==> config.mk <==
export PLATFORM = sky130hd
export DESIGN_NAME = mux_sample_arbiter
export DESIGN_NICKNAME = d
export VERILOG_FILES = /design/src/rtl/mux_sample_arbiter.sv
export SDC_FILE = /design/constraint.sdc
export NUM_CORES = 1
export LEC_CHECK = 0
export ABC_CLOCK_PERIOD_IN_PS = 3000
export CAP_MARGIN = 30
export CORE_MARGIN = 1
export CORE_UTILIZATION = 41
export DETAILED_ROUTE_END_ITERATION = 8
export GPL_TIMING_DRIVEN = 0
export PLACE_DENSITY = 0.69
export SLEW_MARGIN = 20
export SYNTH_ARGS = -nofsm -noshare
export SYNTH_HDL_FRONTEND = slang
export SYNTH_SLANG_ARGS = --single-unit
==> constraint.sdc <==
create_clock -name clk -period 3 [get_ports clk]
set_clock_uncertainty 0.2 [all_clocks]
set_input_delay 0.3 -clock clk [delete_from_list [all_inputs] [get_ports clk]]
set_output_delay 0.3 -clock clk [all_outputs]
set_load 0.05 [all_outputs]
==> src/rtl/mux_sample_arbiter.sv <==
`default_nettype none
// +--------------------------------------------------------------------------+
// | Module   : mux_sample_arbiter                                            |
// | Purpose  : Round-robin arbiter and sequencer for a shared 2:1 sample     |
// |            mux. Selects a requester, holds the mux select for a settle   |
// |            window, captures the mux output, and presents it downstream   |
// |            with a valid/ready handshake and a source tag.                |
// | Revision : 1.0 - initial release                                         |
// +--------------------------------------------------------------------------+
module mux_sample_arbiter #(
  parameter int DATA_W      = 8,
  parameter int HOLD_CYCLES = 2    // legal range 1..15
) (
  input  logic              clk,
  input  logic              rst_n,
  input  logic              req0,
  input  logic              req1,
  input  logic [DATA_W-1:0] mux_out,
  output logic              mux_sel,
  output logic              gnt0,
  output logic              gnt1,
  output logic [DATA_W-1:0] out_data,
  output logic              out_src,
  output logic              out_valid,
  input  logic              out_ready,
  output logic              busy
);

  // Settle counter reload: SETTLE runs HOLD_CYCLES cycles, counting down to 0.
  localparam logic [3:0] c_cnt_init = 4'(HOLD_CYCLES - 1);

  typedef enum logic [1:0] {
    ST_IDLE   = 2'd0,
    ST_SETTLE = 2'd1,
    ST_OUTPUT = 2'd2
  } state_t;

  state_t              r_state;
  logic [3:0]          r_cnt;
  logic                r_last_grant;
  logic                r_mux_sel;
  logic                r_gnt0;
  logic                r_gnt1;
  logic [DATA_W-1:0]   r_out_data;
  logic                r_out_src;
  logic                r_out_valid;
  logic                r_busy;

  logic                w_winner;
  logic                w_win_req;

  // Arbitration: a lone requester wins; on a tie the one not granted last wins.
  // The current winner is whatever the mux select points at during SETTLE.
  always_comb begin
    w_winner  = req1;
    if (req0 && req1) begin
      w_winner = ~r_last_grant;
    end
    w_win_req = r_mux_sel ? req1 : req0;
  end

  // Sequencer FSM; every output is a register updated here.
  always_ff @(posedge clk or negedge rst_n) begin
    if (!rst_n) begin
      r_state      <= ST_IDLE;
      r_cnt        <= '0;
      r_last_grant <= 1'b1;
      r_mux_sel    <= 1'b0;
      r_gnt0       <= 1'b0;
      r_gnt1       <= 1'b0;
      r_out_data   <= '0;
      r_out_src    <= 1'b0;
      r_out_valid  <= 1'b0;
      r_busy       <= 1'b0;
    end else begin
      // Grants are single-cycle pulses.
      r_gnt0 <= 1'b0;
      r_gnt1 <= 1'b0;
      case (r_state)
        ST_IDLE: begin
          if (req0 || req1) begin
            r_mux_sel <= w_winner;
            r_cnt     <= c_cnt_init;
            r_state   <= ST_SETTLE;
            r_busy    <= 1'b1;
          end
        end
        ST_SETTLE: begin
          if (!w_win_req) begin
            // Winner withdrew: abandon without touching grant history or output.
            r_state <= ST_IDLE;
            r_busy  <= 1'b0;
          end else if (r_cnt == 4'd0) begin
            r_out_data   <= mux_out;
            r_out_src    <= r_mux_sel;
            r_out_valid  <= 1'b1;
            r_gnt0       <= ~r_mux_sel;
            r_gnt1       <= r_mux_sel;
            r_last_grant <= r_mux_sel;
            r_state      <= ST_OUTPUT;
          end else begin
            r_cnt <= r_cnt - 4'd1;
          end
        end
        ST_OUTPUT: begin
          // Sample is held until accepted; new requests wait for IDLE.
          if (out_ready) begin
            r_out_valid <= 1'b0;
            r_state     <= ST_IDLE;
            r_busy      <= 1'b0;
          end
        end
        default: begin
          r_state     <= ST_IDLE;
          r_out_valid <= 1'b0;
          r_busy      <= 1'b0;
        end
      endcase
    end
  end

  assign mux_sel   = r_mux_sel;
  assign gnt0      = r_gnt0;
  assign gnt1      = r_gnt1;
  assign out_data  = r_out_data;
  assign out_src   = r_out_src;
  assign out_valid = r_out_valid;
  assign busy      = r_busy;

endmodule
`default_nettype wire

==> out/qor.yml <==
outcome: "complete, no violations"
wirelength_mm: 1.89
syn_area_um2: 1010
start_util: 0.447
drive_gt1_frac: 0.205
firstDrtPassIters: 4
drc: 0
slowest_delay_ps: 840
cts_setup_buffers: 0
synth-seq-cells: 21
grt_pass1_wl_mm: 3.28
maxSlewViolCount: 0
portBuffers: 26
critPathBufInv: 1
syn_to_final_growth_pct: 33.4
fin_total_pwr_uw: 1520
cts_tree: "done"
cts_root_buffer: "clkbuf_4"
critical_path_class: "flop to output pin"
hold_buffers: 0
grt-ovfl-total: 0
grt_usage: 0.170
syn_nets: 95
syn_inst: 81
htreeDepth: 1
vdd_drop_max_uv: 774
worstMarginPinSlew_ps: 541
drtIter0Drc: 11
chipWidth_um: 51.6
avgSynthCellArea_um2: 12.5
yosys_warnings: 0
max-clock-path-buffers: 2
die_area_um2: 2660
crit_arrival_ps: 1620
core_area_um2: 2250
io_pins: 27
layout_common_cells: "clkdlybuf4s50_1 (26), dfrtp_1 (20), nand2_1 (9)"
dp.final_hpwl_mm: 1.40
fp-row-count: 17
layout_commonest_cell: "clkdlybuf4s50_1"
synth-seq-area-share: 0.522
grt_max_degree: 22
antenna_found_initial: 0
period_share: 0.706
antenna_left: 0
cp-end-kind: "output pin"
finalWeightedCongestion: 0.771
hold_viol: 0
wl_per_cell_um: 13.5
numCtsBuffers: 3
clock_sinks: 21
drv_cap: 0
clock_latency_ps: 300
leakagePower_uw: 0.000591
period_needed_ps: 2120
cp_max_fo: 6
clk_pin_slew_worst_paths_ps: 110
rsz0062_at_grt: "false"
cpMaxStageDelayCell: "clkdlybuf4s50_1"
preCtsSetupSlack_ps: 921
slew-limit-headroom: 0.636
cp_cell_sequence: "clkdlybuf4s50_1"
synth_cell_types: 32
cts_resized: 0
setup_ws_ps: 883
power_density_nw_per_um2: 1130
die_y_um: 51.6
n_antenna_cell: 0
first_global_vias: 772
nets: 127
setup_viol: 0
tns_ps: 0
vias: 753
cp_top_family: "buffers and inverters"
vias_per_cell: 5.38
fmaxAchievable_ghz: 0.472
cp-start-kind: "flop"
worstPathRequired_ps: 2500
hp-class: "primary input to asynchronous set/reset pin"
layout make-up:
class	instances	area, um^2
Tap cell	28	35.0
Fill cell	198	910
Buffer	3	18.8
Multi-Input combinational cell	54	452
Sequential cell	21	527
Inverter	3	11.3
Clock buffer	4	26.3
Timing Repair Buffer	27	275
metrics by stage:
stage | util | cell area [um^2] | std cells | hold slack [ps]
after floorplan | - | 1010 | 81 | -196
after global placement | 0.578 | 1300 | 135 | 265
after detailed placement | 0.578 | 1300 | 135 | 269
after CTS | 0.590 | 1330 | 139 | 297
after global routing | 0.597 | 1350 | 140 | 67.1
final | 0.597 | 1350 | 140 | 65.8
power by group:
group          switching (uW)  internal [uW]  total, uW
sequential               81.8            408        489
combinational             538            363        902
clock                    80.3           51.8        132
total                     700            823       1520
registers in the layout (all words and copies together), names as in the netlist:
register	flops
busy	1
gnt0	1
gnt1	1
mux_sel	1
out_data	8
out_src	1
out_valid	1
r_cnt	4
r_last_grant	1
r_state	2
layer usage:
layer,global-route usage,part of all wire,vias up
met3,0.0643,0.039,2
met5,0,0,-
met2,0.264,0.50,23
li1,-,-,361
met4,0.0811,0.0090,0
met1,0.207,0.45,367
synth_stat cells:
master / instances / share of area
nor3_1: 2 / 0.0099
mux2_4: 7 / 0.10
o311ai_0: 1 / 0.0087
nor2_1: 2 / 0.0074
and2b_1: 1 / 0.0074
mux2i_1: 1 / 0.0099
o32ai_1: 1 / 0.0087
a211oi_1: 1 / 0.0074
o311a_1: 1 / 0.0099
dfstp_2: 1 / 0.026
clkbuf_1: 2 / 0.0074
nor4b_1: 1 / 0.0087
or3b_2: 1 / 0.0087
nand2_1: 9 / 0.033
or2_2: 1 / 0.0062
nand4_1: 1 / 0.0062
o211ai_1: 5 / 0.037
nor3b_4: 1 / 0.019
a21o_2: 3 / 0.026
mux2_2: 2 / 0.022
or3_1: 1 / 0.0062
nand2b_1: 1 / 0.0062
nand3_1: 1 / 0.0050
nand3_4: 1 / 0.017
dfrtp_1: 20 / 0.50
inv_1: 3 / 0.011
buf_6: 1 / 0.011
o21ai_0: 5 / 0.025
ha_1: 1 / 0.012
o22a_1: 1 / 0.0087
a32o_1: 1 / 0.0099
nor3_4: 1 / 0.016
worst paths after layout:
kind | cells after the start | startpoint | to | slack (ps)
min | 1 | rst_n | r_cnt[2] | 70
max in group asynchronous | 2 | rst_n | out_data[1] | 2120
min reg2reg | 2 | out_valid | out_valid | 290
max | 1 | mux_sel | mux_sel | 880
min in group clk | 2 | out_valid | out_valid | 290
max reg2reg | 6 | r_cnt[0] | out_data[5] | 1070
kinds of logic after synthesis:
logic type / after synthesis / share of synthesized area
buffers and inverters: 6 / 0.0298
AND/OR/NAND/NOR: 24 / 0.158
flip-flops: 21 / 0.522
adder cells (fa/ha/maj): 1 / 0.0124
multiplexers: 10 / 0.136
AO/OA/AOI/OAI: 19 / 0.141
(Power assumes the default switching activity.)
